$ cat config.mk
export PLATFORM = sky130hd
export DESIGN_NAME = gsu_bus_responder
export DESIGN_NICKNAME = d
export VERILOG_FILES = /design/src/rtl/gsu_bus_responder.sv
export SDC_FILE = /design/constraint.sdc
export NUM_CORES = 1
export LEC_CHECK = 0
export CAP_MARGIN = 10
export CORE_UTILIZATION = 40
export CTS_BUF_LIST = sky130_fd_sc_hd__clkbuf_4 sky130_fd_sc_hd__clkbuf_8
export DETAILED_ROUTE_END_ITERATION = 10
export PLACE_DENSITY = 0.72
export SLEW_MARGIN = 20
export SYNTH_ARGS = -nofsm -noshare
export SYNTH_HDL_FRONTEND = slang
export SYNTH_SLANG_ARGS = --single-unit
$ cat constraint.sdc
create_clock -name clk -period 3.5 [get_ports clk]
set_input_delay 1.05 -clock clk [delete_from_list [all_inputs] [get_ports clk]]
set_output_delay 1.05 -clock clk [all_outputs]
set_load 0.1 [all_outputs]
$ cat src/rtl/gsu_bus_responder.sv
// rtl/gsu_bus_responder.sv - SNES bus cycle responder for the GSU gamepak ROM/RAM ports
//
// Accepts one CPU access at a time, decodes the 24-bit bus address into
// ROM / gamepak RAM / unmapped, and runs a req/ack handshake to the memory port.
// Ports:
//   clk, rst                      clock, synchronous active-high reset
//   cpu_req/addr/we/wdata (in)    access request, sampled when cpu_ready=1
//   cpu_ready/done/rdata/tmo      idle flag, completion pulse, read data, timeout pulse
//   rom_req/addr, rom_ack/rdata   ROM read handshake
//   ram_req/we/addr/wdata, ram_ack/rdata  RAM read/write handshake
module gsu_bus_responder #(
    parameter logic [20:0] ROM_MASK       = 21'h1fffff,
    parameter logic [16:0] RAM_MASK       = 17'h1ffff,
    parameter int          TIMEOUT_CYCLES = 16
) (
    input  logic        clk,
    input  logic        rst,
    input  logic        cpu_req,
    input  logic [23:0] cpu_addr,
    input  logic        cpu_we,
    input  logic [7:0]  cpu_wdata,
    output logic        cpu_ready,
    output logic        cpu_done,
    output logic [7:0]  cpu_rdata,
    output logic        cpu_tmo,
    output logic        rom_req,
    output logic [20:0] rom_addr,
    input  logic        rom_ack,
    input  logic [7:0]  rom_rdata,
    output logic        ram_req,
    output logic        ram_we,
    output logic [16:0] ram_addr,
    output logic [7:0]  ram_wdata,
    input  logic        ram_ack,
    input  logic [7:0]  ram_rdata
);

    localparam logic [1:0] S_IDLE    = 2'd0;
    localparam logic [1:0] S_ROM_RD  = 2'd1;
    localparam logic [1:0] S_RAM_ACC = 2'd2;
    localparam logic [1:0] S_DONE    = 2'd3;

    localparam int               CNT_W    = $clog2(TIMEOUT_CYCLES + 1);
    // Abort is decided on the edge that ends the last allowed req cycle,
    // so req stays high for exactly TIMEOUT_CYCLES cycles.
    localparam logic [CNT_W-1:0] CNT_LAST = CNT_W'(TIMEOUT_CYCLES - 1);
    localparam logic [CNT_W-1:0] CNT_ONE  = CNT_W'(1);

    logic [1:0]       state_q, state_d;
    logic             rom_req_q, rom_req_d;
    logic [20:0]      rom_addr_q, rom_addr_d;
    logic             ram_req_q, ram_req_d;
    logic             ram_we_q, ram_we_d;
    logic [16:0]      ram_addr_q, ram_addr_d;
    logic [7:0]       ram_wdata_q, ram_wdata_d;
    logic [CNT_W-1:0] cnt_q, cnt_d;
    logic [7:0]       rdata_q, rdata_d;
    logic [7:0]       obus_q, obus_d;
    logic             tmo_q, tmo_d;

    // Address decode. Banks 00-3f map 32 kB per bank and ignore A15, so both
    // halves of each bank alias the same ROM page.
    logic        dec_rom_lo, dec_rom_hi, dec_ram;
    logic [20:0] rom_a;
    assign dec_rom_lo = (cpu_addr[23:22] == 2'b00);
    assign dec_rom_hi = (cpu_addr[23:21] == 3'b010);
    assign dec_ram    = (cpu_addr[23:21] == 3'b011);
    assign rom_a      = dec_rom_lo ? {cpu_addr[21:16], cpu_addr[14:0]} : cpu_addr[20:0];

    always_comb begin
        state_d     = state_q;
        rom_req_d   = rom_req_q;
        rom_addr_d  = rom_addr_q;
        ram_req_d   = ram_req_q;
        ram_we_d    = ram_we_q;
        ram_addr_d  = ram_addr_q;
        ram_wdata_d = ram_wdata_q;
        cnt_d       = cnt_q;
        rdata_d     = rdata_q;
        obus_d      = obus_q;
        tmo_d       = tmo_q;
        case (state_q)
            S_IDLE: begin
                if (cpu_req) begin
                    if ((dec_rom_lo || dec_rom_hi) && !cpu_we) begin
                        state_d    = S_ROM_RD;
                        rom_req_d  = 1'b1;
                        rom_addr_d = rom_a & ROM_MASK;
                    end else if (dec_ram) begin
                        state_d     = S_RAM_ACC;
                        ram_req_d   = 1'b1;
                        ram_we_d    = cpu_we;
                        ram_addr_d  = cpu_addr[16:0] & RAM_MASK;
                        ram_wdata_d = cpu_wdata;
                    end else begin
                        // ROM write or unmapped: complete immediately with open bus.
                        state_d = S_DONE;
                        rdata_d = obus_q;
                    end
                end
            end
            S_ROM_RD: begin
                if (rom_ack) begin
                    state_d   = S_DONE;
                    rom_req_d = 1'b0;
                    rdata_d   = rom_rdata;
                    obus_d    = rom_rdata;
                end else if (cnt_q == CNT_LAST) begin
                    state_d   = S_DONE;
                    rom_req_d = 1'b0;
                    tmo_d     = 1'b1;
                    rdata_d   = obus_q;
                    cnt_d     = cnt_q + CNT_ONE;
                end else begin
                    cnt_d = cnt_q + CNT_ONE;
                end
            end
            S_RAM_ACC: begin
                if (ram_ack) begin
                    state_d   = S_DONE;
                    ram_req_d = 1'b0;
                    rdata_d   = ram_we_q ? ram_wdata_q : ram_rdata;
                    obus_d    = ram_we_q ? ram_wdata_q : ram_rdata;
                end else if (cnt_q == CNT_LAST) begin
                    state_d   = S_DONE;
                    ram_req_d = 1'b0;
                    tmo_d     = 1'b1;
                    rdata_d   = obus_q;
                    cnt_d     = cnt_q + CNT_ONE;
                end else begin
                    cnt_d = cnt_q + CNT_ONE;
                end
            end
            default: begin
                state_d = S_IDLE;
                tmo_d   = 1'b0;
                cnt_d   = '0;
            end
        endcase
    end

    always_ff @(posedge clk) begin
        if (rst) begin
            state_q     <= S_IDLE;
            rom_req_q   <= 1'b0;
            rom_addr_q  <= '0;
            ram_req_q   <= 1'b0;
            ram_we_q    <= 1'b0;
            ram_addr_q  <= '0;
            ram_wdata_q <= '0;
            cnt_q       <= '0;
            rdata_q     <= '0;
            obus_q      <= '0;
            tmo_q       <= 1'b0;
        end else begin
            state_q     <= state_d;
            rom_req_q   <= rom_req_d;
            rom_addr_q  <= rom_addr_d;
            ram_req_q   <= ram_req_d;
            ram_we_q    <= ram_we_d;
            ram_addr_q  <= ram_addr_d;
            ram_wdata_q <= ram_wdata_d;
            cnt_q       <= cnt_d;
            rdata_q     <= rdata_d;
            obus_q      <= obus_d;
            tmo_q       <= tmo_d;
        end
    end

    assign cpu_ready = (state_q == S_IDLE);
    assign cpu_done  = (state_q == S_DONE);
    assign cpu_tmo   = tmo_q;
    assign cpu_rdata = rdata_q;
    assign rom_req   = rom_req_q;
    assign rom_addr  = rom_addr_q;
    assign ram_req   = ram_req_q;
    assign ram_we    = ram_we_q;
    assign ram_addr  = ram_addr_q;
    assign ram_wdata = ram_wdata_q;

endmodule

-- Word-level counts from Yosys, hierarchy flattened
Index checks and enable logic that the tools add are counted.
- $add $sub $neg: 1
- eq/ne operators: 17
- mux-type cells: 36
- bitwise gates (word level): 2
- reduce and logical (&&, ||, !) cells: 16
- operators with widths (kind ; count):
    $mux 8 ; 9
    $pmux 8 s3 ; 1
    $mux 21 ; 1
    $pmux 8 s2 ; 1
    $pmux 5 s3 ; 1
    $ne 2x2->1 const B ; 7
    $mux 1 ; 12
    $reduce_and 4->1 ; 3
    $mux 2 ; 5
    $mux 5 ; 2
    $reduce_and 3->1 ; 3
    $eq 3x2->1 const B ; 2
    $ne 3x3->1 const B ; 2
    $pmux 2 s3 ; 1
    $reduce_bool 2->1 ; 3
    $add 5x1->5 const B ; 1
    $eq 5x4->1 const B ; 1
    $reduce_and 5->1 ; 1
    $eq 2x2->1 const B ; 2
    $logic_not 2->1 ; 2
    $ne 2x1->1 const B ; 2
    $pmux 1 s2 ; 2
    $pmux 1 s3 ; 1
    $reduce_bool 3->1 ; 1
    5 further kinds ; 6
- bits in registers: 73
- bits of input ports: 54
- output and inout port bits: 60
- logic and storage cells: 83

-- Longest topological paths before layout
- depth in word-level cells: 6
- gate-level depth with buffers: 8
- mapped depth without buffers: 7

-- Worst setup path before layout
Ideal clock, no wire load.
- path kind: register -> output
- from: reg state_q[0]
- to: out cpu_ready
- arrival: 1237 ps
- data required time: 2450 ps
- setup slack: 1213 ps
- cell stages (with the launch flop): 3
- path buffers: 0
- cells stage by stage: dfxtp_1 inv_1 ha_1
- word-level cells in the longest chain between the ends: 1
- ends and longest elaborated chain (what ; RTL line ; source):
    start: declaration ; 49 ; logic [1:0] state_q, state_d;
    start signal: assignment ; 156 ; state_q <= state_d;
    $logic_not 2->1 ; 170 ; assign cpu_ready = (state_q == S_IDLE);
    end: declaration ; 22 ; output logic cpu_ready,
Every way passes these cells.

-- Worst setup path after layout
- from: in rom_ack
- to: reg obus_q[4]
- word-level cells in the longest chain between the ends: 2
- ends and longest elaborated chain (what ; RTL line ; source):
    start: declaration ; 28 ; input logic rom_ack,
    $ne 2x2->1 (no source line) ; n/a ;
    $reduce_and 3->1 (no source line) ; n/a ;
    end signal: assignment ; 165 ; obus_q <= obus_d;
    end: declaration ; 58 ; logic [7:0] obus_q, obus_d;
Every way passes these cells.
A chain may end at the register's enable or synchronous reset.

==> results by stage <==
CTS:
- The clock-pin slew on the worst setup and hold paths is ~0.080 ns.
- The clock passes through at most 2 buffers.
- The CTS tree is built.
- In this run, CTS created clock tree buffers numbering 9.
- Counting every sink on the clock net gives 73.
- The number of buffers inserted for hold repair after clock tree synthesis is 0.
- The insertion delay to the later sink of the worst-skew pair is 0.35 ns.
- After clock tree synthesis, the setup repair step added 0 buffers.
- The CTS H-tree depth is 3.
- After clock tree synthesis, the repair step resized 0 gates.
- The clock root buffer is clkbuf_8.

GRT:
- The pin count of the biggest net entering global routing is 56.
- In the global route stage, overall resource usage came out at 21.5%.
- The number of antenna violations at the first check in global routing came to 0.
- The via count of the first global-routing pass is roughly 3000.
- The remaining global-route overflow is 0.
- The first-pass GRT wire length is between 10 and 15 mm.

Synthesis:
- The synthesized instance count is 415.
- The flop and latch count out of synthesis is between 70 and 80.
- The number of enable flip-flop cells after synthesis is 0.
- Of all flip-flops after synthesis, the portion carrying an async set or reset was 0%.
- In this run the biggest area consumer among cell types represents between 40% and 50% of the synthesized area.
- The number of warnings issued by yosys is 0.
- The number of nets produced by synthesis is between 400 and 500.
- Ranked by total cell area, the synthesized netlist is headed by dfxtp_1, nand2_1, a21oi_1.
- The number of different library cells in the post-synthesis netlist is 43.
- The most repeated cell in the gate-level netlist after synthesis is nand2_1.
- The area of the mapped netlist is between 0.003 and 0.004 mm2.
- The mean post-synth cell area is 8.13 um2.
- The dominant cell type by area after synthesis is dfxtp_1.
- Ranked by instance count, the synthesized netlist is headed by nand2_1, dfxtp_1, a21oi_1.
- Of the synthesized area, sequential elements account for a little over two fifths.
- The most used flip-flop cell after synthesis is dfxtp_1.

Critical path:
- The data arrival time of the critical path is about 3 ns.
- The kind of cell adding the most delay to the critical path is buffers and inverters.
- The critical path runs through a total of 5 cells.
- On the worst path, the slowest cell contributes a delay of roughly 0.79 ns.
- The worst setup path is of the input port to flop kind.
- The slowest stage of the critical path is the clkdlybuf4s50_1 cell.
- The number of cells traversed by the worst register-to-register path is 6.
- The count of buffer and inverter cells on the critical path is 1.
- The critical path goes through clkdlybuf4s50_1 -> nor2b_1 -> nor3_2 -> o211ai_1 -> a21oi_1.
- The required arrival time at the worst endpoint is 3.76 ns.
- The kind of end point of the critical path is a flop.
- Along the worst path, the maximum fanout reaches 13.
- The sort of element at the start of the critical path is an input port.

Placed design:
- The half-perimeter wire length after placement is between 6 and 7 mm.
- Once placement finished, the instance area stood at ~0.0043 mm2.
- The count of buffers added on input and output ports is roughly 110.
- The congestion estimate from routability-driven global placement came to between 0.7 and 0.8.
- The cell total after placement is just over 600.

Final layout:
- Of the cells placed in the final design, the portion with a size suffix greater than 1 is between 10% and 20%.
- The net total in the final layout is around 570.
- The number of antenna diodes in the final layout is 0.
- The cell area after layout is 0.00451 mm2.
- The area growth from synthesis to layout is 33.8%.
- The number of inserted filler cells in the final layout is approximately 790.
- The non-filler instance count after layout is around 620.

Run status:
- The flow ran to the end, and the final reports show no timing, DRC or antenna violations.

Timing:
- The minimum clock period is 2.71 ns.
- Between clock sinks in the finished design, the worst skew comes to 0.0137 ns.
- Setup repair after global routing left no endpoint under its margin.
- Timing would allow up to 0.369 GHz.
- The setup total negative slack is 0 ns.
- The final setup violation count is 0.
- The number of slew-limit violations in the final report is 0.
- The post-route clock period utilization is roughly 77%.
- For the pin with the worst max-slew slack, the measured transition is about 0.77 ns.
- The total count of hold-check failures in the final report came to 0.
- The headroom to the max-slew limit is 48.7%.

Drt:
- After detailed routing, the number of vias per cell comes to 5.32.
- For this block, the initial DRC count from the detailed router was ~150.
- In this run the remaining antenna-violating nets after routing total 0.
- Wires add up to 9.51 mm.
- Before antenna repair, the detailed router went through 4 iterations.
- The overall via count from detail_route is 3309.
- The final routed DRC violation total is 0.
- After detailed routing, the average wire length per cell comes to 15.3 um.

Run:
- Across the run, the number of max-cap violations was 0.

Floorplanning:
- The width of the die is 93.8 um.
- The number of top-level design ports is between 100 and 150.
- The die area is 0.00880 mm2.
- The starting density of the core is about two fifths.
- After floorplanning, the core was sized to cover slightly above 0.008 mm2.
- The initialized floorplan defines 33 standard-cell rows.
- The y dimension of the die is 93.8 um.

Power and ir drop:
- The peak supply drop is around 0.33 mV.
- The ratio of total power to cell area is between 500 and 600 mW/mm2.
- For this design the static power due to leakage is between 1.5 and 2 nW.

Hold path:
- The worst hold path passes through 2 cells.
- The min-delay analysis places its worst path in the category flop to flop.
[state kept, by name (all words and copies together), names as in the netlist]
name / cells
ram_req: 1
rom_addr: 21
cnt_q: 5
ram_wdata: 8
cpu_rdata: 8
cpu_tmo: 1
obus_q: 8
rom_req: 1
ram_addr: 17
ram_we: 1
state_q: 2
[routing by layer]
layer | part of all wire (%) | wire [um] | global-route usage, % | vias to the layer above
met5 | 0 | 0 | 0 | -
met4 | 1.8 | 169 | 8.21 | 0
met3 | 5.2 | 494 | 4.29 | 16
met2 | 48 | 4540 | 34.1 | 105
met1 | 45 | 4300 | 28.8 | 1544
li1 | - | - | - | 1644
[cells in the final DEF (no fill, tap or decap), types with 10 or more instances in the layout]
master           count
inv_1               14
o211ai_1            10
clkdlybuf4s50_1     52
nand2_1            111
buf_4               64
o21ai_0             11
nor2_1              17
dfxtp_1             73
a21oi_1             59
[power breakdown]
| part | switching [mW] | internal [mW] | total [mW] | leakage (nW) |
|---|---|---|---|---|
| Sequential | 0.0491 | 0.900 | 0.949 | 0.592 |
| Combinational | 0.667 | 0.267 | 0.934 | 0.961 |
| Clock | 0.324 | 0.338 | 0.663 | 0.0923 |
| Total | 1.04 | 1.51 | 2.55 | 1.64 |
[worst paths after layout]
check	from	endpoint	slack, ns
max reg2reg	state_q[0]$_SDFFE_PP0N_	cpu_rdata[6]$_SDFFE_PP0P_	1.13
min reg2reg	ram_addr[16]$_SDFFE_PP0P_	ram_addr[16]$_SDFFE_PP0P_	0.46
max	rom_ack	obus_q[4]$_SDFFE_PP0P_	0.79
min	ram_addr[16]$_SDFFE_PP0P_	ram_addr[16]$_SDFFE_PP0P_	0.46
[through the flow]
step                      hold slack (ns)  utilization (%)  power (mW)  setup slack (ns)
after floorplan                     0.445                -        1.66              1.21
after global placement              0.443             52.8        1.87             0.568
final                               0.459             55.2        2.55             0.789
after detailed placement            0.448             52.8        1.89             0.506
after global routing                0.471             55.2        2.67             0.699
after CTS                           0.460             55.2        2.55             0.794
[cell type report]
type	count	area, um2	area share (%)
Clock buffer	10	131	2.91
Clock inverter	6	66.3	1.47
Inverter	14	52.6	1.16
Multi-Input combinational cell	297	1670	36.9
Sequential cell	73	1460	32.4
Tap cell	105	131	2.91
Timing Repair Buffer	117	1010	22.3
[worst register-to-register path: stages, from the launching register on]
cell and delay [ns]:
dfxtp_1 0.35, inv_1 0.11, ha_1 0.67, nor2b_2 0.37, o211ai_1 0.15, a31oi_2 0.48, o2bb2ai_1 0.18
[cell families (layout without fill, tap and decap cells)]
logic type / Yosys count / after routing / share of synthesized area (%)
AO/OA/AOI/OAI: 121 / 121 / 24.0
adder cells (fa/ha/maj): 6 / 6 / 2.23
buffers and inverters: 45 / 147 / 7.31
flip-flops: 73 / 73 / 43.3
multiplexers: 8 / 8 / 2.37
AND/OR/NAND/NOR: 162 / 162 / 20.8
(Power assumes the default switching activity.)
